<file path="config.mk">
export PLATFORM = sky130hd
export DESIGN_NAME = sched_update_reg
export DESIGN_NICKNAME = d
export VERILOG_FILES = /design/src/rtl/sched_update_reg.sv
export SDC_FILE = /design/constraint.sdc
export NUM_CORES = 1
export LEC_CHECK = 0
export CORE_MARGIN = 10
export CORE_UTILIZATION = 50
export CTS_CLUSTER_DIAMETER = 150
export DETAILED_ROUTE_END_ITERATION = 10
export GPL_TIMING_DRIVEN = 0
export PLACE_DENSITY = 0.69
export SLEW_MARGIN = 30
export SYNTH_ARGS = -nofsm -noshare
export SYNTH_HDL_FRONTEND = slang
export SYNTH_SLANG_ARGS = --single-unit
</file>
<file path="constraint.sdc">
create_clock -name clk -period 11.4 [get_ports clk]
set_input_delay 1.14 -clock clk [delete_from_list [all_inputs] [get_ports clk]]
set_output_delay 1.14 -clock clk [all_outputs]
set_load 0.05 [all_outputs]
</file>
<file path="src/rtl/sched_update_reg.sv">
// rtl/sched_update_reg.sv - register applying scheduled updates a programmed number of edges after acceptance
//
// Purpose: accepts "reg <= #delay value" style updates and applies each one
// req_delay clock edges after it is accepted. Up to DEPTH updates may be in
// flight at once. When several land on the same edge, the newest one wins.
//
// Ports:
//   clk        rising-edge clock
//   reset      asynchronous, active-high reset
//   req_valid  update request present
//   req_delay  edges from acceptance until apply (0 = apply at the accepting edge)
//   req_data   value to apply
//   req_ready  combinational: request is accepted this edge when req_valid & req_ready
//   value_out  current register value
//   upd_pulse  high for one cycle after any edge that wrote value_out
//   pending    number of occupied slots
//   overrun    sticky: a request was presented while req_ready was low
module sched_update_reg #(
    parameter int               WIDTH     = 4,
    parameter int               DEPTH     = 4,
    parameter int               DLY_W     = 4,
    parameter logic [WIDTH-1:0] RESET_VAL = '0
) (
    input  logic                       clk,
    input  logic                       reset,
    input  logic                       req_valid,
    input  logic [DLY_W-1:0]           req_delay,
    input  logic [WIDTH-1:0]           req_data,
    output logic                       req_ready,
    output logic [WIDTH-1:0]           value_out,
    output logic                       upd_pulse,
    output logic [$clog2(DEPTH+1)-1:0] pending,
    output logic                       overrun
);

    localparam int RK_W = $clog2(DEPTH);
    localparam int PW   = $clog2(DEPTH+1);

    logic [DEPTH-1:0]             slot_valid;
    logic [DEPTH-1:0][DLY_W-1:0]  slot_cnt;
    logic [DEPTH-1:0][WIDTH-1:0]  slot_data;
    logic [DEPTH-1:0][RK_W-1:0]   slot_rank;

    logic [DEPTH-1:0]             expiring;
    logic [DEPTH-1:0]             free_now;
    logic [DEPTH-1:0]             surviving;
    logic [DEPTH-1:0][RK_W-1:0]   new_rank;
    logic [RK_W-1:0]              alloc_idx;
    logic [RK_W-1:0]              best_rank;
    logic [WIDTH-1:0]             win_data;
    logic                         have_exp;
    logic                         accept;
    logic                         bypass;
    logic                         load;
    logic [RK_W-1:0]              lower_cnt;

    // A slot expiring at this edge counts as free, so a new request can
    // take it over at the very edge it is released.
    always_comb begin
        expiring  = '0;
        free_now  = '0;
        surviving = '0;
        for (int i = 0; i < DEPTH; i++) begin
            expiring[i]  = slot_valid[i] && (slot_cnt[i] == DLY_W'(1));
            free_now[i]  = !slot_valid[i] || expiring[i];
            surviving[i] = slot_valid[i] && !expiring[i];
        end
    end

    assign req_ready = (|free_now) || (req_delay == '0);
    assign accept    = req_valid && req_ready;
    assign bypass    = accept && (req_delay == '0);
    assign load      = accept && (req_delay != '0);

    // Lowest-index free slot.
    always_comb begin
        alloc_idx = '0;
        for (int i = DEPTH-1; i >= 0; i--) begin
            if (free_now[i]) alloc_idx = RK_W'(i);
        end
    end

    // Among expiring slots the lowest rank (most recently accepted) wins.
    always_comb begin
        have_exp  = 1'b0;
        best_rank = '0;
        win_data  = '0;
        for (int i = 0; i < DEPTH; i++) begin
            if (expiring[i] && (!have_exp || slot_rank[i] < best_rank)) begin
                have_exp  = 1'b1;
                best_rank = slot_rank[i];
                win_data  = slot_data[i];
            end
        end
    end

    // On accept, surviving slots are renumbered 1..n in their existing
    // order behind the new rank-0 entry. Only relative order is meaningful,
    // and renumbering keeps every rank inside 0..DEPTH-1 however long the
    // stream of requests runs.
    always_comb begin
        new_rank  = '0;
        lower_cnt = '0;
        for (int i = 0; i < DEPTH; i++) begin
            lower_cnt = RK_W'(1);
            for (int j = 0; j < DEPTH; j++) begin
                if (surviving[j] && (slot_rank[j] < slot_rank[i]))
                    lower_cnt = lower_cnt + RK_W'(1);
            end
            new_rank[i] = lower_cnt;
        end
    end

    always_comb begin
        pending = '0;
        for (int i = 0; i < DEPTH; i++) begin
            pending = pending + PW'(slot_valid[i]);
        end
    end

    always_ff @(posedge clk or posedge reset) begin
        if (reset) begin
            slot_valid <= '0;
            slot_cnt   <= '0;
            slot_data  <= '0;
            slot_rank  <= '0;
            value_out  <= RESET_VAL;
            upd_pulse  <= 1'b0;
            overrun    <= 1'b0;
        end else begin
            for (int i = 0; i < DEPTH; i++) begin
                if (load && (alloc_idx == RK_W'(i))) begin
                    slot_valid[i] <= 1'b1;
                    slot_cnt[i]   <= req_delay;
                    slot_data[i]  <= req_data;
                    slot_rank[i]  <= '0;
                end else if (expiring[i]) begin
                    slot_valid[i] <= 1'b0;
                end else if (slot_valid[i]) begin
                    slot_cnt[i] <= slot_cnt[i] - DLY_W'(1);
                    if (load) slot_rank[i] <= new_rank[i];
                end
            end

            // A bypass request is newer than anything already queued.
            if (bypass)
                value_out <= req_data;
            else if (have_exp)
                value_out <= win_data;

            upd_pulse <= bypass || have_exp;

            if (req_valid && !req_ready)
                overrun <= 1'b1;
        end
    end

endmodule

</file>
==> impl_metrics.py <==
metrics = {
    "run_status": {
        "status": "complete, no violations",
    },
    "global_route": {
        "grt_pass1_wl_um": 13500,
        "grt_max_degree": 47,
        "grt_pass1_vias": 2706,
        "grt_usage": 0.162,
        "antenna_found_initial": 0,
        "overflow": 0,
    },
    "setup_path": {
        "worst_setup_path_start_kind": "register",
        "timing.critical_path.buf_inv": 1,
        "crit_chain": "inv_1 > ha_1 > and4bb_2 > nand2_1 > ha_1 > a21o_1 > a21oi_1 > a22oi_1 > ha_1 > a21o_1 > a21oi_1 > o21ai_4 > nand2_1 > o21ai_0 > ha_1 > nor2_1 > nand2_1 > nor4_4 > mux2i_2 > and4_4 > a221oi_2",
        "critPathTopFamily": "compound AO/OA/AOI/OAI gates",
        "critPathRequiredTime_ps": 11630,
        "crit_top_cell": "ha_1",
        "cp.arrival_ps": 4860,
        "cp-startpoint": "slot_cnt[1]",
        "cp-end-kind": "register",
        "path_class": "register to register",
        "crit-reg2reg-launch": "slot_cnt[1]",
        "crit_fanout": 6,
        "cp_slowest_cell": "a21oi_1",
        "ff2ff_setup_slack_ps": 6770,
        "slowest_delay_ps": 460,
    },
    "clock_tree": {
        "cts_root_buffer": "clkbuf_8",
        "htree_num_levels": 2,
        "cts_inserted_buffers": 5,
        "clock_latency_ps": 320,
        "clock-sinks": 50,
        "path_clk_slew_ps": 100,
        "hold_buffers": 0,
        "clock_path_buffers": 2,
        "post_cts_buffers": 0,
        "cts_tree": "yes",
        "cts.repair.resized": 0,
    },
    "yosys": {
        "synthFlopType": "dfrtp_1",
        "synth_top_area_cell": "dfrtp_1",
        "synthArstFlopShare": 1.00,
        "syn_area_sq_mm": 0.00338,
        "synth_warnings": 0,
        "synth.net_count": 393,
        "synthTopCellsByArea": "dfrtp_1 (37%), ha_1 (12%), nand2_1 (5.3%)",
        "syn_area_per_cell_sq_um": 9.71,
        "synth_edf_count": 0,
        "yosys.area.top_type_share": 0.370,
        "synthCells": 348,
        "seq_area_frac_synth": 0.370,
        "synth_cell_types": 54,
        "ys_ff_latch": 50,
    },
    "drt": {
        "drt-pass1-iter-count": 6,
        "wire_per_inst_um": 17.1,
        "drc": 0,
        "ant_nets": 0,
        "vias_per_cell": 5.78,
        "drt_iter0_drc": 199,
        "wl_met1_um": 3720,
        "top_layer": "met4",
        "met3_length_um": 297,
        "wirelength_um": 7750,
        "via_count": 2623,
        "wl_met2_um": 3560,
    },
    "die": {
        "core_area_sq_mm": 0.00646,
        "dieHeight_um": 102,
        "die_x_um": 102,
        "dieArea_sq_mm": 0.0105,
        "rows": 29,
        "pin_count": 21,
        "initial_core_util": 0.523,
    },
    "pwr": {
        "clockPowerShare": 0.103,
        "ir_worst_vdd_uv": 166,
        "internal-power_mw": 0.671,
        "pwr_density_cell_mw_per_mm2": 337,
        "p_seq_frac": 0.269,
        "p_sw_frac": 0.480,
        "p_comb_frac": 0.628,
        "power_leakage_nw": 1.77,
        "p_sw_mw": 0.619,
    },
    "timing": {
        "post-route-min-period_ps": 4630,
        "slew_viol_final": 0,
        "hold_viol": 0,
        "finalWorstSetupSlack_ps": 6770,
        "setup_viol": 0,
        "fin_setup_tns_ps": 0,
        "clock_skew_ps": 11.3,
        "slew_headroom": 0.563,
        "fin_crit_sh": 0.406,
        "fmax_mhz": 216,
        "rsz0062_at_grt": "false",
        "worst_pin_slew_ps": 653,
    },
    "cells_and_area": {
        "finish.net_count": 421,
        "final_cell_area_sq_mm": 0.00382,
        "synthToLayoutAreaGrowth_pct": 13.1,
        "layout-drive-gt1-share": 0.122,
        "layout_common_cells": "dfrtp_1 (50), nand2_1 (48), inv_1 (41)",
        "final_common_cell": "dfrtp_1",
        "diodes": 0,
    },
    "placement": {
        "hpwl_um": 5950,
        "placed_area_sq_mm": 0.00371,
        "post-place-ws_ps": 6780,
        "port_buffers": 20,
        "finalWeightedCongestion": 0.847,
    },
    "worst_hold_path": {
        "min-delay-start": "overrun",
        "hold_class": "register to register",
    },
    "run": {
        "maxCapViolCount": 0,
    },
}
synthesized netlist by cell type (4+ instances only):
master    number
nand2b_1       6
nand2_1       48
mux2_2         9
mux2i_1       12
dfrtp_1       50
nand3_1        8
nor2_1        15
ha_1          33
o22ai_1        4
a22o_1         4
a32o_1         6
o21ai_0       23
inv_1         42
nor3_1         6
a21oi_1       20
registers in the layout, indices dropped and copies added, names as in the netlist:
register and flops:
slot_cnt 16, slot_data 16, slot_rank 8, slot_valid 4, value_out 4, overrun 1
upd_pulse 1
layout make-up:
type                    count  area [sq um]
clock inverters             3          48.8
fillers                   551          2630
repair buffers             21           228
clock buffers               5          68.8
well taps                  77          96.3
plain buffers               3          15.0
multi-input cells         253          1960
flip-flops and latches     50          1250
inverters                  42           160
kinds of logic (layout without fill, tap and decap cells):
logic type | count (synthesis) | after routing | share of synthesized area
compound gates | 90 | 90 | 0.198
fa+ha+maj | 34 | 34 | 0.128
mux | 23 | 23 | 0.0729
xor+xnor | 5 | 5 | 0.0130
buf+inv | 45 | 74 | 0.0511
simple gates | 101 | 101 | 0.167
flops | 50 | 50 | 0.370
routing by layer:
| layer | GRT usage | vias to the layer above |
|---|---|---|
| met4 | 0.0586 | 0 |
| li1 | - | 1299 |
| met2 | 0.252 | 40 |
| met3 | 0.0310 | 14 |
| met5 | 0 | - |
| met1 | 0.218 | 1270 |
per-stage QoR:
step           std cells  power [mW]  hold slack [ps]   util
4_1_cts              454        1.29              474  0.592
3_3_place_gp         445        1.12              444  0.569
2_1_floorplan        348       0.968              446      -
5_1_grt              454        1.42              508  0.592
6_report             454        1.29              467  0.592
3_5_place_dp         446        1.16              447  0.574
final timing paths:
check                                     end  cells after the start
worst max register to register   value_out[2]                     21
worst max-delay path             value_out[2]                     21
min in group asynchronous        slot_data[1]                      2
worst min register to register        overrun                      1
max in group asynchronous       slot_valid[2]                      3
worst min-delay path                  overrun                      1
power groups by stage:
stage	clock network, mW	registers, mW	logic [mW]
global route	0.141	0.362	0.917
detailed placement	0	0.351	0.808
floorplan	0	0.355	0.614
global placement	0	0.347	0.777
CTS	0.135	0.347	0.813
finish	0.133	0.347	0.809
Note: power is estimated with default switching activity, not from simulation.
